[config.mk]
export PLATFORM = sky130hd
export DESIGN_NAME = spi_cfg_master_flat
export DESIGN_NICKNAME = d
export VERILOG_FILES = /design/src/rtl/spi_cfg_pkg.sv /design/src/rtl/spi_cfg_master_if.sv /design/src/rtl/cfg_fifo.sv /design/src/rtl/spi_cfg_master.sv /design/src/flat_wrapper.sv
export SDC_FILE = /design/constraint.sdc
export NUM_CORES = 1
export LEC_CHECK = 0
export ABC_AREA = 1
export ABC_CLOCK_PERIOD_IN_PS = 5700
export CORE_ASPECT_RATIO = 1.25
export CORE_UTILIZATION = 55
export CTS_CLUSTER_SIZE = 20
export DETAILED_ROUTE_END_ITERATION = 12
export GPL_TIMING_DRIVEN = 0
export PLACE_DENSITY = 0.77
export SYNTH_ARGS = -nofsm -noshare
export SYNTH_HDL_FRONTEND = slang
export SYNTH_HIERARCHICAL = 1
export SYNTH_SLANG_ARGS = --single-unit
[constraint.sdc]
create_clock -name clk -period 5.7 [get_ports clk]
set_input_delay 1.14 -clock clk [delete_from_list [all_inputs] [get_ports clk]]
set_output_delay 1.14 -clock clk [all_outputs]
set_load 0.005 [all_outputs]
[src/rtl/spi_cfg_pkg.sv]
// Shared definitions for the SPI configuration master: register map, frame
// geometry, FSM states and the queued request payload.
package spi_cfg_pkg;

  localparam int unsigned ADDR_W     = 7;
  localparam int unsigned DATA_W     = 8;
  localparam int unsigned FRAME_BITS = 16;

  localparam logic [ADDR_W-1:0] ADDR_EN_OUT_7_0  = 7'h00;
  localparam logic [ADDR_W-1:0] ADDR_EN_OUT_15_8 = 7'h01;
  localparam logic [ADDR_W-1:0] ADDR_EN_PWM_7_0  = 7'h02;
  localparam logic [ADDR_W-1:0] ADDR_EN_PWM_15_8 = 7'h03;
  localparam logic [ADDR_W-1:0] ADDR_PWM_DUTY    = 7'h04;
  localparam logic [ADDR_W-1:0] ADDR_MAX         = 7'h04;

  typedef enum logic [2:0] {
    IDLE,
    SETUP,
    SCK_HI,
    SCK_LO,
    GAP
  } state_e;

  typedef struct packed {
    logic [ADDR_W-1:0] addr;
    logic [DATA_W-1:0] data;
  } cfg_req_t;

  // Write frame: leading write flag, then address, then data, MSB first.
  function automatic logic [FRAME_BITS-1:0] build_frame(input cfg_req_t r);
    return {1'b1, r.addr, r.data};
  endfunction

endpackage

[src/rtl/spi_cfg_master_if.sv]
// Register-write request channel into the SPI configuration master.
interface spi_cfg_master_if;
  import spi_cfg_pkg::*;

  logic              req_valid;
  logic              req_ready;
  logic [ADDR_W-1:0] req_addr;
  logic [DATA_W-1:0] req_data;
  logic              flush;

  modport master (
    output req_valid, req_addr, req_data, flush,
    input  req_ready
  );

  modport slave (
    input  req_valid, req_addr, req_data, flush,
    output req_ready
  );

endinterface

[src/rtl/cfg_fifo.sv]
// Synchronous request queue with flush; level is the registered occupancy.
module cfg_fifo
  import spi_cfg_pkg::*;
#(
  parameter int unsigned DEPTH = 4
) (
  input  logic                       clk,
  input  logic                       rst_n,
  input  logic                       push,
  input  logic                       pop,
  input  logic                       flush,
  input  cfg_req_t                   wdata,
  output cfg_req_t                   rdata,
  output logic                       full,
  output logic                       empty,
  output logic [$clog2(DEPTH):0]     level
);

  localparam int unsigned AW = $clog2(DEPTH);
  localparam int unsigned LW = AW + 1;

  cfg_req_t        mem [DEPTH];
  logic [AW-1:0]   wr_ptr;
  logic [AW-1:0]   rd_ptr;
  logic            do_push;
  logic            do_pop;

  // Flush overrides both ports so a same-cycle push is dropped.
  assign do_push = push && !full  && !flush;
  assign do_pop  = pop  && !empty && !flush;

  assign full  = (level == LW'(DEPTH));
  assign empty = (level == '0);
  assign rdata = mem[rd_ptr];

  always_ff @(posedge clk or negedge rst_n) begin
    if (!rst_n) begin
      wr_ptr <= '0;
      rd_ptr <= '0;
      level  <= '0;
    end else if (flush) begin
      wr_ptr <= '0;
      rd_ptr <= '0;
      level  <= '0;
    end else begin
      if (do_push) wr_ptr <= wr_ptr + AW'(1);
      if (do_pop)  rd_ptr <= rd_ptr + AW'(1);
      case ({do_push, do_pop})
        2'b10:   level <= level + LW'(1);
        2'b01:   level <= level - LW'(1);
        default: level <= level;
      endcase
    end
  end

  always_ff @(posedge clk) begin
    if (do_push) mem[wr_ptr] <= wdata;
  end

endmodule

[src/rtl/spi_cfg_master.sv]
// Queued SPI mode-0 register writer: 16-bit write frames, fixed sclk divider
// and a guaranteed chip-select gap between frames.
module spi_cfg_master
  import spi_cfg_pkg::*;
#(
  parameter int unsigned CLK_DIV    = 4,
  parameter int unsigned FIFO_DEPTH = 4,
  parameter int unsigned GAP_CYCLES = 8
) (
  input  logic                         clk,
  input  logic                         rst_n,
  spi_cfg_master_if.slave              bus,
  output logic                         ncs,
  output logic                         sclk,
  output logic                         copi,
  output logic                         busy,
  output logic                         done,
  output logic                         err_addr,
  output logic [$clog2(FIFO_DEPTH):0]  level
);

  localparam int unsigned DIV_W = 8;
  localparam int unsigned BIT_W = $clog2(FRAME_BITS);
  localparam int unsigned GAP_W = $clog2(GAP_CYCLES);

  state_e                  state_q, state_d;
  logic [DIV_W-1:0]        div_q, div_d;
  logic [BIT_W-1:0]        bit_q, bit_d;
  logic [GAP_W-1:0]        gap_q, gap_d;
  logic [FRAME_BITS-1:0]   sh_q, sh_d;
  logic                    ncs_d, sclk_d, copi_d, done_d;
  logic                    pop, req_take, addr_legal, fifo_full, fifo_empty, div_end;
  cfg_req_t                req, head;

  assign req        = '{addr: bus.req_addr, data: bus.req_data};
  assign req_take   = bus.req_valid && bus.req_ready;
  assign addr_legal = (bus.req_addr <= ADDR_MAX);
  assign bus.req_ready = !fifo_full;
  assign busy       = (state_q != IDLE) || !fifo_empty;
  assign div_end    = (div_q == DIV_W'(CLK_DIV - 1));

  cfg_fifo #(.DEPTH(FIFO_DEPTH)) u_fifo (
    .clk   (clk),
    .rst_n (rst_n),
    .push  (req_take && addr_legal),
    .pop   (pop),
    .flush (bus.flush),
    .wdata (req),
    .rdata (head),
    .full  (fifo_full),
    .empty (fifo_empty),
    .level (level)
  );

  always_ff @(posedge clk or negedge rst_n) begin
    if (!rst_n) begin
      state_q  <= IDLE;
      div_q    <= '0;
      bit_q    <= '0;
      gap_q    <= '0;
      sh_q     <= '0;
      ncs      <= 1'b1;
      sclk     <= 1'b0;
      copi     <= 1'b0;
      done     <= 1'b0;
      err_addr <= 1'b0;
    end else begin
      state_q  <= state_d;
      div_q    <= div_d;
      bit_q    <= bit_d;
      gap_q    <= gap_d;
      sh_q     <= sh_d;
      ncs      <= ncs_d;
      sclk     <= sclk_d;
      copi     <= copi_d;
      done     <= done_d;
      err_addr <= req_take && !addr_legal;
    end
  end

  // Next-state and next-output logic; pins are registered from the *_d values.
  always_comb begin
    state_d = state_q;
    div_d   = div_q;
    bit_d   = bit_q;
    gap_d   = gap_q;
    sh_d    = sh_q;
    ncs_d   = ncs;
    sclk_d  = sclk;
    copi_d  = copi;
    done_d  = 1'b0;
    pop     = 1'b0;
    case (state_q)
      IDLE: begin
        if (!fifo_empty && !bus.flush) begin
          pop     = 1'b1;
          sh_d    = build_frame(head);
          copi_d  = sh_d[FRAME_BITS-1];
          ncs_d   = 1'b0;
          div_d   = '0;
          bit_d   = '0;
          state_d = SETUP;
        end
      end
      SETUP: begin
        if (div_end) begin
          div_d   = '0;
          sclk_d  = 1'b1;
          state_d = SCK_HI;
        end else begin
          div_d = div_q + DIV_W'(1);
        end
      end
      SCK_HI: begin
        if (div_end) begin
          div_d   = '0;
          sclk_d  = 1'b0;
          sh_d    = {sh_q[FRAME_BITS-2:0], 1'b0};
          copi_d  = sh_q[FRAME_BITS-2];
          state_d = SCK_LO;
        end else begin
          div_d = div_q + DIV_W'(1);
        end
      end
      SCK_LO: begin
        if (div_end) begin
          div_d = '0;
          if (bit_q == BIT_W'(FRAME_BITS - 1)) begin
            ncs_d   = 1'b1;
            copi_d  = 1'b0;
            done_d  = 1'b1;
            gap_d   = '0;
            state_d = GAP;
          end else begin
            bit_d   = bit_q + BIT_W'(1);
            sclk_d  = 1'b1;
            state_d = SCK_HI;
          end
        end else begin
          div_d = div_q + DIV_W'(1);
        end
      end
      GAP: begin
        // One cycle short: the IDLE cycle that launches the next frame completes the gap.
        if (gap_q == GAP_W'(GAP_CYCLES - 2)) begin
          state_d = IDLE;
        end else begin
          gap_d = gap_q + GAP_W'(1);
        end
      end
      default: state_d = IDLE;
    endcase
  end

endmodule

[src/flat_wrapper.sv]
// flat-port wrapper written by rule: the top's interface ports become plain ports
module spi_cfg_master_flat import spi_cfg_pkg::*;
#(
  parameter int unsigned CLK_DIV    = 4,
  parameter int unsigned FIFO_DEPTH = 4,
  parameter int unsigned GAP_CYCLES = 8
)
  (clk, rst_n, ncs, sclk, copi, busy, done, err_addr, level, bus_req_valid, bus_req_addr, bus_req_data, bus_flush, bus_req_ready);
  spi_cfg_master_if bus_i ();
  input  logic clk;
  input  logic rst_n;
  output logic ncs;
  output logic sclk;
  output logic copi;
  output logic busy;
  output logic done;
  output logic err_addr;
  output logic [$clog2(FIFO_DEPTH):0] level;
  input wire logic [$bits(bus_i.req_valid)-1:0] bus_req_valid;
  input wire logic [$bits(bus_i.req_addr)-1:0] bus_req_addr;
  input wire logic [$bits(bus_i.req_data)-1:0] bus_req_data;
  input wire logic [$bits(bus_i.flush)-1:0] bus_flush;
  output wire logic [$bits(bus_i.req_ready)-1:0] bus_req_ready;
  assign bus_i.req_valid = bus_req_valid;
  assign bus_i.req_addr = bus_req_addr;
  assign bus_i.req_data = bus_req_data;
  assign bus_i.flush = bus_flush;
  assign bus_req_ready = bus_i.req_ready;
  spi_cfg_master #(.CLK_DIV(CLK_DIV), .FIFO_DEPTH(FIFO_DEPTH), .GAP_CYCLES(GAP_CYCLES)) u_core (.clk(clk), .rst_n(rst_n), .bus(bus_i), .ncs(ncs), .sclk(sclk), .copi(copi), .busy(busy), .done(done), .err_addr(err_addr), .level(level));
endmodule
==> impl_metrics.tcl, run 1 <==
set metrics [dict create \
    outcome "finished, final reports clean" \
    worst_pin_slew_ns 0.893 \
    worstHoldPathCells 2 \
    tritoncts "built" \
    path_clk_slew_ns 0.10 \
    rr_worst_depth 10 \
    finish.utilization_pct 63.9 \
    syn2layout_area_growth_pct 13.1 \
    setup_violations 0 \
    layout-drive-gt1-share_pct 12.6 \
    drt_iter0_markers 266 \
    core-area_um2 8650 \
    nFillCells 730 \
    cp.arrival_ns 3.53 \
    cts_setup_buffers 0 \
    max_freq_mhz 283 \
    die_area_um2 9270 \
    io_pins 29 \
    numClockSinks 105 \
    dr_wl_met3_um 357 \
    skew_ns 0.0123 \
    cts-htree-levels 3 \
    hold_ws_ns 0.467 \
    grtUsageTotal_pct 21.8 \
    critical_path_class "in2reg" \
    slew_headroom_pct 40.4 \
    rsz0062_at_grt "no" \
    hold_viol 0 \
    clk_latency_ns 0.37 \
    cts_made_buffers 9 \
    die_h_um 107 \
    antenna_found_initial 0 \
    crit_chain "clkdlybuf4s50_1, o21ai_0, nand3_1, nor2_1, nand2_4, nor2_1, inv_1, nor2_2" \
    synth_fp_nets 514 \
    final_area_um2 5530 \
    grt_pass1_vias 3328 \
    ant_nets 0 \
    path_delay_family "simple AND/OR/NAND/NOR gates" \
    grt_max_degree 28 \
    vias 3468 \
    wirelength_um 9310 \
    layout_min_cycle_time_ns 3.54 \
    cp_num_buf_inv 2 \
    drc 0 \
    end_kind "flip-flop" \
    placed_area_um2 5340 \
    wl_met2_um 4940 \
    final_nets 554 \
    ir_worst_vdd_mv 0.203 \
    crit_top_cell "nor2_1" \
    antennaDiodeCount 0 \
    synth_seq_cells 105 \
    final_max_slew_viol_count 0 \
    leakage_uw 0.00225 \
    grt_pass1_wl_um 15400 \
    crit_fanout 15 \
    highest_layer "met4" \
    yosysSeqAreaShare_pct 59.9 \
    drt-met1-wl_um 3850 \
    clock_path_buffers 2 \
    rows 38 \
    synth_warnings 6 \
    critical_path_required_ns 5.69 \
    port_buffers 28 \
    yosysUniqueCellTypes 38 \
    die_x_um 86.3 \
    slowest_delay_ns 0.70 \
    syn_area_per_cell_um2 10.1 \
    final.period_utilization_pct 62.0 \
    syn_area_um2 4890 \
    p_per_area_nw_per_um2 236 \
    hpwl_um 6540 \
    start_util_pct 56.5 \
    cap_violations 0 \
    gp_congestion 0.828 \
    syn_inst 486 \
    ctsHoldBuffers 0 \
    hold_path.class "reg2reg" \
    cts_resized 0 \
    cts_root_buffer "clkbuf_8" \
    overflow 0 \
    drtPass1Iterations 5 \
    viasPerCell 5.33 \
    setup-tns-final_ns 0 \
    path_depth 8 \
    wl_per_cell_um 14.3 \
    startpoint_type "primary input" \
    crit_slowest_cell "nor2_2" \
]
## per-layer routing
metal	vias up	track usage, %
met5	-	0
met4	0	11.2
met3	16	2.53
met2	76	37.9
met1	1666	26.6
li1	1710	-
## cells in the mapped netlist
cell	instances	area [um^2]
a21oi_2	1	8.76
nand3_2	2	20.0
nor2_4	4	45.0
bufinv_8	1	17.5
or2_1	1	6.26
nand2_1	93	349
mux2i_1	1	10.0
o22ai_1	15	93.8
o21ai_1	4	20.0
inv_1	52	195
a21boi_2	1	11.3
xnor2_1	1	8.76
nand4_1	7	43.8
buf_4	2	15.0
nand2_2	3	18.8
o31ai_1	1	7.51
a31oi_1	1	6.26
nand3_1	16	80.1
o21ai_2	15	131
ha_1	8	100
nor3_4	1	16.3
a21oi_1	7	35.0
nor2_2	2	12.5
o2111ai_1	2	17.5
o21ai_0	58	290
inv_2	3	11.3
nor2_1	57	214
clkbuf_1	9	33.8
dfrtp_1	44	1100
fa_1	1	20.0
dfstp_2	1	26.3
nand2_4	5	56.3
edfxtp_1	60	1800
buf_8	1	15.0
nor3_1	1	5.00
xor2_1	1	8.76
or2_2	2	12.5
buf_6	2	22.5
## final timing paths
path,slack [ns],to,start
max in group asynchronous,4.49,u_core/u_fifo/wr_ptr[1],rst_n
max reg2reg,3.13,u_core/u_fifo/mem[0][0],u_core/u_fifo/level[0]
max,2.16,u_core/u_fifo/mem[0][0],bus_req_addr[0]
min in group asynchronous,0.70,u_core/done,rst_n
min,0.47,u_core/ncs,u_core/ncs
min reg2reg,0.47,u_core/ncs,u_core/ncs
## flip-flops by register name (all words and copies together), names as in the netlist
signal	count
u_core/bit_q	4
u_core/copi	1
u_core/div_q	8
u_core/done	1
u_core/err_addr	1
u_core/gap_q	3
u_core/ncs	1
u_core/sclk	1
u_core/sh_q	15
u_core/state_q	3
u_core/u_fifo/level	3
u_core/u_fifo/mem	60
u_core/u_fifo/rd_ptr	2
u_core/u_fifo/wr_ptr	2
## stage by stage
stage               worst slack, ns  total power [uW]  std cells
finish                         2.16              1310        651
global route                   1.98              1350        651
CTS                            1.77              1320        651
detailed placement             1.39               887        635
global placement               1.43               884        634
floorplan                      2.75               850        486
## worst reg2reg max path, cell delays in order, from the launching register on
cell and delay (ns):
dfrtp_1 0.47, nor2_2 0.10, nand2_2 0.09, inv_1 0.05, inv_1 0.07, nand2_1 0.08
nor2_1 0.23, nand2_4 0.10, nor2_1 0.16, inv_1 0.14, nor2_2 0.70
## final cells by class
cell class                 instances  area, um^2  area share (%)
sequential                       105        2930            53.0
multi-input combinational        311        1660            30.0
timing repair buffer              29         295            5.34
inverter                          56         224            4.05
tap                              120         150            2.72
clock buffer                       9         124            2.24
buffer                            14        86.3            1.56
clock inverter                     7        60.1            1.09
## logic make-up after synthesis
group | after synthesis | synth area share [%]
simple gates | 194 | 18.0
compound gates | 105 | 12.7
flops | 105 | 59.9
buf+inv | 70 | 6.35
fa+ha+maj | 9 | 2.46
xor+xnor | 2 | 0.358
mux | 1 | 0.205
## power breakdown
| part | internal, uW | switching [uW] |
|---|---|---|
| Clock | 168 | 268 |
| Combinational | 26.9 | 31.3 |
| Sequential | 807 | 4.80 |
| Total | 1000 | 304 |
## layout by cell type (no fill, tap or decap), drive strengths merged, types with 7 or more instances in the layout
cell           instances
nand2                101
o21ai                 77
nor2                  63
edfxtp                60
inv                   60
dfrtp                 44
clkdlybuf4s50         27
nand3                 18
clkbuf                18
o22ai                 15
ha                     8
a21oi                  8
nand4                  7
buf                    7
(Power assumes the default switching activity.)
==> inputs of run 2 (changes only) <==
- ABC_CLOCK_PERIOD_IN_PS: 5700 -> 3200
- CORE_UTILIZATION: 55 -> 53
- clock period: 5.7 -> 3.2 ns (I/O delays scaled with it)
==> run 2 against run 1 <==
  * Sequential share of layout area decreased by 0.44 points
  * Sequential cell count unchanged
  * Critical endpoint is now u_core/u_fifo/mem[1][12]
  * Critical path depth unchanged
  * Final cell count grew 0.15%
  * Clock-buffer cell count did not move
  * Worst setup slack worse by 2.0 ns
  * Clock skew increased by 0.0014 ns
  * Sequential power is 79% higher
==> impl_metrics.tcl, run 2 (synthesized netlist as in run 1, its figures left out) <==
set metrics [dict create \
    final_common_cell "nand2_1" \
    hold_path.class "in2async" \
    wirelength_um 9720 \
    clock_path_buffers 2 \
    antenna_found_initial 0 \
    vias 3573 \
    drtPass1Iterations 5 \
    final.period_utilization_pct 96.0 \
    overflow 0 \
    drc 0 \
    layout_min_cycle_time_ns 3.07 \
    clk_latency_ns 0.37 \
    rr_worst_depth 10 \
    drt_iter0_markers 238 \
    ant_nets 0 \
    multiInputGateArea_um2 1660 \
    crit_slowest_cell "nor2_2" \
    skew_ns 0.0137 \
    cts-htree-levels 3 \
    crit_fanout 15 \
    grt_pass1_wl_um 15800 \
    critical_path_class "in2reg" \
    layout-drive-gt1-share_pct 13.0 \
    reg_top3 "u_core/u_fifo/mem: 60 flops, u_core/sh_q: 15 flops, u_core/div_q: 8 flops" \
    max_freq_mhz 326 \
    grtUsageTotal_pct 22.1 \
    slew_headroom_pct 41.9 \
    cts_root_buffer "clkbuf_8" \
    die_h_um 109 \
    antennaDiodeCount 0 \
    gp_congestion 0.806 \
    regArea_um2 2930 \
    start_util_pct 55.6 \
    final_cell_mix "nand2_1, edfxtp_1, o21ai_0" \
    worst_pin_slew_ns 0.870 \
    final_max_slew_viol_count 0 \
    cp.arrival_ns 3.07 \
    viasPerCell 5.48 \
    syn2layout_area_growth_pct 14.0 \
    largest_register_ffs 60 \
    hpwl_um 6980 \
    numClockSinks 105 \
    die_area_um2 9610 \
    dpl_worst_slack_ns -0.580 \
    die_x_um 87.9 \
    cts_setup_buffers 0 \
    core-area_um2 8800 \
    largest_register "u_core/u_fifo/mem" \
    cap_violations 0 \
    crit_top_cell "nor2_1" \
    leakage_uw 0.00228 \
    p_per_area_nw_per_um2 435 \
    hold_viol 0 \
    tritoncts "built" \
    hold_ws_ns 0.221 \
    path_clk_slew_ns 0.11 \
    rows 38 \
    rsz0062_at_grt "yes" \
    final_nets 555 \
    end_kind "flip-flop" \
    outcome "finished, final reports clean" \
    crit_chain "clkdlybuf4s50_1, o21ai_0, nand3_1, nor2_1, nand2_4, nor2_1, inv_1, nor2_2" \
    cts_made_buffers 9 \
    worst_slack_ns 0.129 \
    grt_max_degree 27 \
    setup_violations 0 \
    critical_path_required_ns 3.20 \
    wl_per_cell_um 14.9 \
    slowest_delay_ns 0.69 \
    io_pins 29 \
    startpoint_type "primary input" \
    nFillCells 704 \
    grt_pass1_vias 3393 \
    port_buffers 28 \
    ir_worst_vdd_mv 0.388 \
]
==> run 2: changes by cell type in the layout (fill, tap and decap cells not counted), sizes merged <==
cell	change
buf	+1
bufinv	+1
clkinv	+1
clkinvlp	-1
inv	-1
==> run 2: cell type report <==
cell class	count	area share, %
buffer	14	1.55
clock buffer	9	2.22
clock inverter	7	1.71
inverter	56	4.02
multi-input combinational	311	29.8
sequential	105	52.5
tap	120	2.69
timing repair buffer	30	5.50
==> run 2: path summary, 6_finish.rpt <==
path | start | endpoint | slack [ns]
worst max-delay path | bus_req_addr[0] | u_core/u_fifo/mem[1][12] | 0.13
worst min-delay path | rst_n | u_core/div_q[3] | 0.22
worst max register to register | u_core/u_fifo/level[0] | u_core/u_fifo/mem[1][12] | 0.55
worst min register to register | u_core/ncs | u_core/ncs | 0.46
max in group asynchronous | rst_n | u_core/sh_q[12] | 2.47
min in group clk | u_core/ncs | u_core/ncs | 0.46
==> run 2: power breakdown <==
part / switching, uW / leakage, uW / internal [uW] / total (uW)
registers: 8.34 / 0.00114 / 1440 / 1450
clock network: 486 / 0.000111 / 386 / 873
logic: 57.4 / 0.00103 / 48.2 / 106
==> run 2: per-layer routing <==
| layer | wire length [um] | vias up | GRT usage, % |
|---|---|---|---|
| li1 | - | 1725 | - |
| met1 | 3950 | 1741 | 25.8 |
| met2 | 5220 | 94 | 39.9 |
| met3 | 394 | 13 | 3.98 |
| met4 | 161 | 0 | 8.67 |
| met5 | 0 | - | 0 |
==> run 2: per-stage QoR <==
stage          cells  utilization [%]  power, uW  TNS, ns  area [um^2]
6_report         652             63.4       2420        0         5570
5_1_grt          652             63.4       2510    -1.75         5570
4_1_cts          652             63.3       2440    -7.77         5560
3_5_place_dp     636             60.8       1580   -28.48         5350
3_3_place_gp     634             60.5       1580   -30.46         5320
2_1_floorplan    486                -       1510        0         4890
==> run 2: what timing repair did <==
item | CTS | global route
resized for setup | 0 | 1
gates cloned | 0 | 0
hold buffers | 0 | 0
endpoints found under the setup margin | 45 | 54
==> run 2: critical path: cells and delay by family <==
family / cells / cell delay, ns
AO/OA/AOI/OAI: 1 / 0.41
AND/OR/NAND/NOR: 5 / 1.38
buffers and inverters: 2 / 0.62
==> inputs of run 3 (changes only) <==
==> constraint.sdc (replaced) <==
create_clock -name clk -period 3.2 [get_ports clk]
set_input_delay 0.32 -clock clk [delete_from_list [all_inputs] [get_ports clk]]
set_output_delay 0.32 -clock clk [all_outputs]
set_load 0.005 [all_outputs]
==> run 3 against run 2 <==
  * Final cell count grew 0.15%
  * Hold slack gained 0.22 ns
  * Sequential power is essentially flat
  * Total power grew 0.11%
  * Critical path depth grew 1
  * Sequential cell count is the same
  * Combinational power is essentially flat
  * Sequential share of layout area shrank 0.071 points
  * Maximum frequency grew 8.8%
  * Critical path type unchanged
  * Utilization grew 0.085 points
  * Register-to-register slack lost 0.08 ns
  * Wire length is essentially flat
==> impl_metrics.tcl, run 3 (synthesized netlist as in run 1, its figures left out) <==
set metrics [dict create \
    outcome "finished, final reports clean" \
    dr_wl_met3_um 507 \
    io_pins 29 \
    dpl_worst_slack_ns -0.260 \
    hold_viol 0 \
    final_max_slew_viol_count 0 \
    drc 0 \
    grt_pass1_wl_um 15800 \
    final_common_cell "nand2_1" \
    finish.utilization_pct 63.5 \
    start_util_pct 55.6 \
    power_frac_comb_pct 4.4 \
    clock_path_buffers 2 \
    final_cells 653 \
    vias 3582 \
    tritoncts "built" \
    p_sw_share_pct 22.8 \
    grt_max_degree 27 \
    die_h_um 109 \
    crit_top_cell "nor2_1" \
    switching_power_uw 554 \
    largest_register_ffs 60 \
    critical_path_class "in2reg" \
    layout_min_cycle_time_ns 2.82 \
    port_buffers 28 \
    hold_ws_ns 0.438 \
    cap_violations 0 \
    hold_path.class "in2async" \
    viasPerCell 5.49 \
    numClockSinks 105 \
    ir_worst_vdd_mv 0.392 \
    hpwl_um 6980 \
    ant_nets 0 \
    drtPass1Iterations 6 \
    path_delay_family "simple AND/OR/NAND/NOR gates" \
    highest_layer "met4" \
    crit_fanout 9 \
    cts-htree-levels 3 \
    p_int_uw 1870 \
    layout-drive-gt1-share_pct 12.8 \
    finalPower_uw 2430 \
    critical_path_required_ns 3.28 \
    crit_slowest_cell "nor2_1" \
    cts_made_buffers 9 \
    slowest_delay_ns 0.62 \
    setup_violations 0 \
    wl_met2_um 5210 \
    final.period_utilization_pct 88.2 \
    final_nets 556 \
    antennaDiodeCount 0 \
    largest_register "u_core/u_fifo/mem" \
    worst_pin_slew_ns 0.891 \
    path_clk_slew_ns 0.11 \
    die_x_um 87.9 \
    grt_pass1_vias 3398 \
    p_per_area_nw_per_um2 435 \
    final_cell_mix "nand2_1, edfxtp_1, o21ai_0" \
    cts_resized 0 \
    cp.arrival_ns 2.90 \
    wirelength_um 9720 \
    rsz0062_at_grt "no" \
    cts_root_buffer "clkbuf_8" \
    gp_congestion 0.806 \
    grtUsageTotal_pct 22.1 \
    overflow 0 \
    startpoint_type "primary input" \
    clk_latency_ns 0.37 \
    rows 38 \
    reg_top3 "u_core/u_fifo/mem: 60 flops, u_core/sh_q: 15 flops, u_core/div_q: 8 flops" \
    leakage_uw 0.00228 \
    core-area_um2 8800 \
    drt_iter0_markers 260 \
    p_clk_share_pct 36.0 \
    worst_slack_ns 0.378 \
    die_area_um2 9610 \
    skew_ns 0.0135 \
    max_freq_mhz 354 \
    slew_headroom_pct 40.6 \
    seqPwrFrac_pct 59.6 \
    crit_chain "clkdlybuf4s50_1, o21ai_0, nand3_1, nor2_1, nand2_4, nor2_1, inv_1, nor2_1, buf_6" \
    wl_per_cell_um 14.9 \
    antenna_found_initial 0 \
    syn2layout_area_growth_pct 14.2 \
    cp_num_buf_inv 3 \
    post-place-cells 636 \
    end_kind "flip-flop" \
    drt-met1-wl_um 3830 \
]
==> run 3: layout make-up <==
cell class	count	area (um^2)
clock inverter	7	95.1
timing repair buffer	31	317
fill	705	3210
multi-input combinational	311	1660
buffer	14	86.3
sequential	105	2930
clock buffer	9	124
inverter	56	224
tap	120	150
==> run 3: path summary, 6_finish.rpt <==
check	from	to	slack, ns	cells after the start
setup / recovery	bus_req_addr[0]	u_core/u_fifo/mem[0][9]	0.38	9
hold / removal	rst_n	u_core/div_q[3]	0.44	2
setup reg to reg	u_core/u_fifo/level[0]	u_core/u_fifo/mem[0][9]	0.47	11
hold reg to reg	u_core/ncs	u_core/ncs	0.46	2
max in group asynchronous	rst_n	u_core/sh_q[12]	2.26	3
min in group clk	u_core/ncs	u_core/ncs	0.46	2
==> run 3: power by group through the flow <==
stage	Clock, uW	Combinational, uW	Sequential, uW
final	875	106	1450
after global routing	945	117	1450
after CTS	887	107	1450
after detailed placement	0	106	1480
after global placement	0	99.4	1480
after floorplan	0	38.4	1480
==> run 3: routing by layer <==
layer  track usage, %  vias to the layer above
met3             3.98                       14
met2             39.9                      119
met1             25.8                     1721
met5                0                        -
li1                 -                     1728
met4             8.67                        0
==> run 3: per-stage QoR <==
stage          setup TNS, ns  area, um^2
2_1_floorplan              0        4890
3_3_place_gp          -11.26        5320
3_5_place_dp          -11.00        5350
4_1_cts                    0        5570
5_1_grt                    0        5580
6_report                   0        5580
==> run 3: what timing repair did <==
| item | in CTS | in global routing |
|---|---|---|
| endpoints found under the hold margin | 18 | 0 |
| hold buffers | 1 | 0 |
| setup endpoints to repair | 0 | 0 |
| buffers inserted | 0 | 0 |
==> run 3: worst register-to-register path: stages, from the launching register on <==
cell and delay [ns]:
dfrtp_1 0.47, nor2_2 0.10, nand2_2 0.10, inv_1 0.04, inv_1 0.10, nand2_1 0.08
nor2_1 0.24, nand2_4 0.10, nor2_1 0.18, inv_1 0.14, nor2_1 0.62, buf_6 0.25
